## src/rtl/sync_driver.sv

```systemverilog
// -----------------------------------------------------------------------------
// sync_driver
//
// Initiator side of the compiled-function sync handshake. It accepts one command
// carrying a single argument and presents that argument to a compiled DUT on in0.
// It then waits for out0 and returns one response beat. The beat carries the
// result, the number of cycles spent in the call, and a timeout flag.
//
// Handshake rule used on every channel (cmd, dut in, dut out, rsp): a beat
// transfers on a rising clock edge where valid & ready are both high. Once the
// sender raises valid, it holds valid and its payload stable until the transfer
// happens. The only exception is a timeout abort, which drops dut_in_valid
// without a transfer. After an abort the DUT must be reset before it is used
// again.
//
// Ports
//   clk, nrst       clock (rising edge) and asynchronous active-low reset
//   cmd_valid/ready command channel, cmd_arg is the argument
//   dut_in_valid    to DUT in_valid, dut_in0 carries the latched argument
//   dut_in_ready    from DUT in_ready
//   dut_out_valid   from DUT out_valid, dut_out0 carries the result
//   dut_out_ready   to DUT out_ready
//   rsp_valid/ready response channel: rsp_data, rsp_cycles, rsp_timeout
//   busy            high whenever a call is in progress (state != IDLE)
//   dbg_state       current FSM state (IDLE=0, ISSUE=1, WAIT=2, RESP=3)
// -----------------------------------------------------------------------------
module sync_driver #(
    parameter int N       = 16,
    parameter int CNT_W   = 8,
    parameter int TIMEOUT = 200
) (
    input  logic             clk,
    input  logic             nrst,
    input  logic             cmd_valid,
    output logic             cmd_ready,
    input  logic [N-1:0]     cmd_arg,
    output logic             dut_in_valid,
    input  logic             dut_in_ready,
    output logic [N-1:0]     dut_in0,
    input  logic             dut_out_valid,
    output logic             dut_out_ready,
    input  logic [N-1:0]     dut_out0,
    output logic             rsp_valid,
    input  logic             rsp_ready,
    output logic [N-1:0]     rsp_data,
    output logic [CNT_W-1:0] rsp_cycles,
    output logic             rsp_timeout,
    output logic             busy,
    output logic [1:0]       dbg_state
);

    typedef enum logic [1:0] {
        S_IDLE  = 2'd0,
        S_ISSUE = 2'd1,
        S_WAIT  = 2'd2,
        S_RESP  = 2'd3
    } state_t;

    // The comparison is done one bit wider than the counter. This keeps the
    // limit test correct even when TIMEOUT sits just below 2**CNT_W.
    localparam logic [CNT_W:0]   LIMIT_W   = (CNT_W+1)'(TIMEOUT);
    localparam logic [CNT_W-1:0] TIMEOUT_C = CNT_W'(TIMEOUT);

    state_t            state_q, state_d;
    logic [CNT_W-1:0]  counter_q, counter_d;
    logic              dut_in_valid_q, dut_in_valid_d;
    logic              dut_out_ready_q, dut_out_ready_d;
    logic [N-1:0]      dut_in0_q, dut_in0_d;
    logic              rsp_valid_q, rsp_valid_d;
    logic [N-1:0]      rsp_data_q, rsp_data_d;
    logic [CNT_W-1:0]  rsp_cycles_q, rsp_cycles_d;
    logic              rsp_timeout_q, rsp_timeout_d;

    logic [CNT_W:0]    cnt_next_w;
    logic              at_limit;
    logic              in_hs;
    logic              out_hs;

    // cnt_next_w is the count including the current cycle. When it reaches
    // TIMEOUT and no handshake moves the call forward, the call is aborted.
    assign cnt_next_w = {1'b0, counter_q} + (CNT_W+1)'(1);
    assign at_limit   = (cnt_next_w >= LIMIT_W);
    assign in_hs      = dut_in_valid_q & dut_in_ready;
    assign out_hs     = dut_out_ready_q & dut_out_valid;

    // ------------------------------------------------------------------
    // State and output registers
    // ------------------------------------------------------------------
    always_ff @(posedge clk or negedge nrst) begin
        if (!nrst) begin
            state_q         <= S_IDLE;
            counter_q       <= '0;
            dut_in_valid_q  <= 1'b0;
            dut_out_ready_q <= 1'b0;
            dut_in0_q       <= '0;
            rsp_valid_q     <= 1'b0;
            rsp_data_q      <= '0;
            rsp_cycles_q    <= '0;
            rsp_timeout_q   <= 1'b0;
        end else begin
            state_q         <= state_d;
            counter_q       <= counter_d;
            dut_in_valid_q  <= dut_in_valid_d;
            dut_out_ready_q <= dut_out_ready_d;
            dut_in0_q       <= dut_in0_d;
            rsp_valid_q     <= rsp_valid_d;
            rsp_data_q      <= rsp_data_d;
            rsp_cycles_q    <= rsp_cycles_d;
            rsp_timeout_q   <= rsp_timeout_d;
        end
    end

    // ------------------------------------------------------------------
    // Next-state logic
    // ------------------------------------------------------------------
    always_comb begin
        state_d = state_q;
        case (state_q)
            S_IDLE: begin
                if (cmd_valid) state_d = S_ISSUE;
            end
            S_ISSUE: begin
                // A handshake in the same cycle as the limit takes priority.
                if (in_hs)         state_d = S_WAIT;
                else if (at_limit) state_d = S_RESP;
            end
            S_WAIT: begin
                if (out_hs)        state_d = S_RESP;
                else if (at_limit) state_d = S_RESP;
            end
            S_RESP: begin
                if (rsp_ready) state_d = S_IDLE;
            end
            default: state_d = S_IDLE;
        endcase
    end

    // ------------------------------------------------------------------
    // Output / datapath next values
    // ------------------------------------------------------------------
    always_comb begin
        counter_d       = counter_q;
        dut_in_valid_d  = dut_in_valid_q;
        dut_out_ready_d = dut_out_ready_q;
        dut_in0_d       = dut_in0_q;
        rsp_valid_d     = rsp_valid_q;
        rsp_data_d      = rsp_data_q;
        rsp_cycles_d    = rsp_cycles_q;
        rsp_timeout_d   = rsp_timeout_q;

        case (state_q)
            S_IDLE: begin
                if (cmd_valid) begin
                    dut_in0_d      = cmd_arg;
                    counter_d      = '0;
                    dut_in_valid_d = 1'b1;
                end
            end
            S_ISSUE, S_WAIT: begin
                // The counter saturates at the limit, so it never wraps.
                if (!at_limit) counter_d = cnt_next_w[CNT_W-1:0];

                if (state_q == S_ISSUE && in_hs) begin
                    dut_in_valid_d  = 1'b0;
                    dut_out_ready_d = 1'b1;
                end else if (state_q == S_WAIT && out_hs) begin
                    rsp_data_d      = dut_out0;
                    rsp_cycles_d    = cnt_next_w[CNT_W-1:0];
                    rsp_timeout_d   = 1'b0;
                    dut_out_ready_d = 1'b0;
                    rsp_valid_d     = 1'b1;
                end else if (at_limit) begin
                    dut_in_valid_d  = 1'b0;
                    dut_out_ready_d = 1'b0;
                    rsp_data_d      = '0;
                    rsp_cycles_d    = TIMEOUT_C;
                    rsp_timeout_d   = 1'b1;
                    rsp_valid_d     = 1'b1;
                end
            end
            S_RESP: begin
                if (rsp_ready) rsp_valid_d = 1'b0;
            end
            default: ;
        endcase
    end

    assign cmd_ready     = (state_q == S_IDLE);
    assign busy          = (state_q != S_IDLE);
    assign dbg_state     = state_q;
    assign dut_in_valid  = dut_in_valid_q;
    assign dut_out_ready = dut_out_ready_q;
    assign dut_in0       = dut_in0_q;
    assign rsp_valid     = rsp_valid_q;
    assign rsp_data      = rsp_data_q;
    assign rsp_cycles    = rsp_cycles_q;
    assign rsp_timeout   = rsp_timeout_q;

endmodule

```

## config.mk

```make
export PLATFORM = sky130hd
export DESIGN_NAME = sync_driver
export DESIGN_NICKNAME = d
export VERILOG_FILES = /design/src/rtl/sync_driver.sv
export SDC_FILE = /design/constraint.sdc
export NUM_CORES = 1
export LEC_CHECK = 0
export ABC_AREA = 1
export CAP_MARGIN = 20
export CELL_PAD_IN_SITES_DETAIL_PLACEMENT = 1
export CELL_PAD_IN_SITES_GLOBAL_PLACEMENT = 1
export CORE_MARGIN = 2
export CORE_UTILIZATION = 29
export DETAILED_ROUTE_END_ITERATION = 10
export PLACE_DENSITY = 0.8
export SYNTH_ARGS = -nofsm -noshare
export SYNTH_HDL_FRONTEND = slang
export SYNTH_SLANG_ARGS = --single-unit
```

## constraint.sdc

```tcl
create_clock -name clk -period 2.1 [get_ports clk]
set_clock_uncertainty 0.2 [all_clocks]
set_input_delay 0.525 -clock clk [delete_from_list [all_inputs] [get_ports clk]]
set_output_delay 0.525 -clock clk [all_outputs]
set_load 0.02 [all_outputs]
```

==> impl_metrics.yaml <==
synthesis:
  synthMuxAreaShare_pct: 7.377
  synth.area.top_cells: "dfrtp_1 (55%), nand2_1 (17%), mux2_2 (7.4%), o21ai_0 (3.7%), inv_1 (3.2%)"
  syn_inst: 272
  ys.flop_type: "dfrtp_1"
  synth.distinct_cells: 19
  synth_warnings: 0
  syn_area_um2: 2442
  synthAdderAreaFrac_pct: 2.561
  synth_top_family_by_area: "simple AND/OR/NAND/NOR gates"
  synthArstFlopShare_pct: 100.0
  synth_edf_count: 0
  synth_nets: 315
  synth_seq_cells: 54
  synth_commonest_cells: "nand2_1 (108), dfrtp_1 (54), inv_1 (21)"
  yosys.area_share.simple_pct: 23.82
  synth_xor_area_share_pct: 0.3586
  yosysTopAreaCellShare_pct: 55.33
  avgSynthCellArea_um2: 8.979
  ys_seq_area_share_pct: 55.33
  synth_compound_gate_area_share_pct: 5.789
  yosysMostFrequentCell: "nand2_1"
  yosysTopAreaCell: "dfrtp_1"
critical_path:
  critPathBufInv: 1
  slowest_stage: "clkdlybuf4s50_1"
  critPathMaxFanout: 2
  crit_family: "buffers and inverters"
  required_ps: 1370
  crit_type: "flip-flop to output port"
  crit_chain: "clkdlybuf4s50_1"
  startpoint_type: "flip-flop"
  worst_path_largest_cell_delay_ps: 640
  crit_arrival_ps: 1310
  crit_path_end_kind: "output port"
sta:
  worst_slew_pin_slew_ps: 431.2
  layout_min_cycle_time_ps: 2036
  fin_crit_sh_pct: 96.95
  slew_headroom_pct: 70.95
  fmax_mhz: 491.2
  maxSlewViolCount: 0
  final_hold_viol_count: 1
  fin_setup_tns_ps: 0
  rsz0062_at_grt: "yes"
  whs_ps: -4.326
  setup_violations: 0
global_route:
  overflow: 0
  grt_pass1_vias: 2274
  antenna_found_initial: 0
  grt_pass1_wl_mm: 10.79
  grtUsageTotal_pct: 15.03
  grt_max_degree: 55
drt:
  drt_iter0_markers: 57
  num_vias: 2203
  drt-pass1-iter-count: 4
  via_per_inst: 4.524
  wl_per_cell_um: 14.12
  antenna_left: 0
  drc_errors: 0
  wirelength_mm: 6.878
cts:
  numCtsBuffers: 5
  root_buffer: "clkbuf_8"
  cts_tree: "built"
  htreeDepth: 2
  cts.sinks: 54
  clk_pin_slew_worst_paths_ps: 90
  cts_buffer_depth: 2
  clock_latency_ps: 300
status:
  status: "finished, violations left"
  violations: "hold timing"
job:
  cap_violations: 0
place:
  port_buffers: 85
  gp_congestion: 0.7704
  dp_hpwl_mm: 5.143
floorplanning:
  die_h_um: 95.77
  dieWidth_um: 95.77
  start_util_pct: 29.87
  dieArea_um2: 9172
  core_um2: 8175
  num_rows: 33
  ios: 86
finish:
  syn2layout_area_growth_pct: 54.82
  antenna_cells: 0
  finalNetCount: 425
  drive_above_1_share_pct: 19.63
power_and_ir_drop:
  ir_drop_mv: 0.3440
  powerDensity_nw_per_um2: 1315
  p_leak_nw: 1.777
hold_path:
  hp-class: "input port to asynchronous set/reset pin"
## kinds of logic after synthesis
group | Yosys count
mux | 16
xor+xnor | 1
fa+ha+maj | 5
buf+inv | 27
simple gates | 143
compound gates | 26
flops | 54
## metrics by stage
step | total power [mW] | area, um^2 | worst slack, ps | instances | util, %
global route | 5.316 | 3781 | -59.58 | 487 | 46.25
floorplan | 3.013 | 2446 | 14.75 | 272 | -
detailed placement | 4.386 | 3567 | -165.8 | 475 | 43.63
finish | 4.972 | 3781 | 64.11 | 487 | 46.25
global placement | 4.281 | 3567 | -114.3 | 475 | 43.63
CTS | 4.971 | 3661 | 10.21 | 482 | 44.78
## layout by cell type (no fill, tap or decap), types with 4 or more instances in the layout
cell type        count
nand2_1            100
clkdlybuf4s50_1     79
dfrtp_1             53
inv_1               18
buf_4               18
mux2_2              16
o21ai_0             14
nor2_1              12
nand2_2              8
nand3_1              7
a21oi_1              6
o21ai_1              5
clkbuf_8             5
nand4_1              4
## state kept, by name (all words and copies together) (netlist names)
| signal | count |
|---|---|
| counter_q | 8 |
| dbg_state | 2 |
| dut_in0 | 16 |
| dut_in_valid | 1 |
| dut_out_ready | 1 |
| rsp_cycles | 8 |
| rsp_data | 16 |
| rsp_timeout | 1 |
| rsp_valid | 1 |
## worst paths after layout
path                                      startpoint                  endpoint  slack [ps]  cells after the start
max                        rsp_cycles[2]$_DFFE_PN0P_             rsp_cycles[2]          60                      1
min                                             nrst   rsp_data[3]$_DFFE_PN0P_          -4                      2
max reg2reg                 counter_q[1]$_DFFE_PN0P_  counter_q[5]$_DFFE_PN0P_          90                     13
min reg2reg                 rsp_data[10]$_DFFE_PN0P_  rsp_data[10]$_DFFE_PN0P_         280                      2
max in group asynchronous                       nrst  counter_q[2]$_DFFE_PN0P_        1440                      2
min in group clk            rsp_data[10]$_DFFE_PN0P_  rsp_data[10]$_DFFE_PN0P_         280                      2
## cell type report
type	count	area, um^2
Clock inverter	2	15.01
Fill cell	951	4394
Inverter	21	78.83
Timing Repair Buffer	109	1077
Tap cell	105	131.4
Multi-Input combinational cell	191	1057
Sequential cell	54	1353
Clock buffer	5	68.82
## where the power goes
group | switching (mW) | leakage, nW | internal, mW
registers | 0.247 | 0.687 | 1.47
logic | 1.40 | 1.05 | 1.30
clock network | 0.337 | 0.0362 | 0.228
## layer usage
metal	vias to the layer above	part of all wire (%)	global-route usage, %
met5	-	0	0
met4	0	1.0	3.214
met3	7	5.1	2.819
met2	56	52	26.63
met1	1067	42	19.07
li1	1073	-	-
## repair_timing
item                       in CTS  in global routing
pin swaps                       0                  7
hold buffers                    0                  0
cloned                          0                  0
setup endpoints to repair      11                 40
setup buffers                   0                  5
resized for setup               8                 30
(Power assumes the default switching activity.)
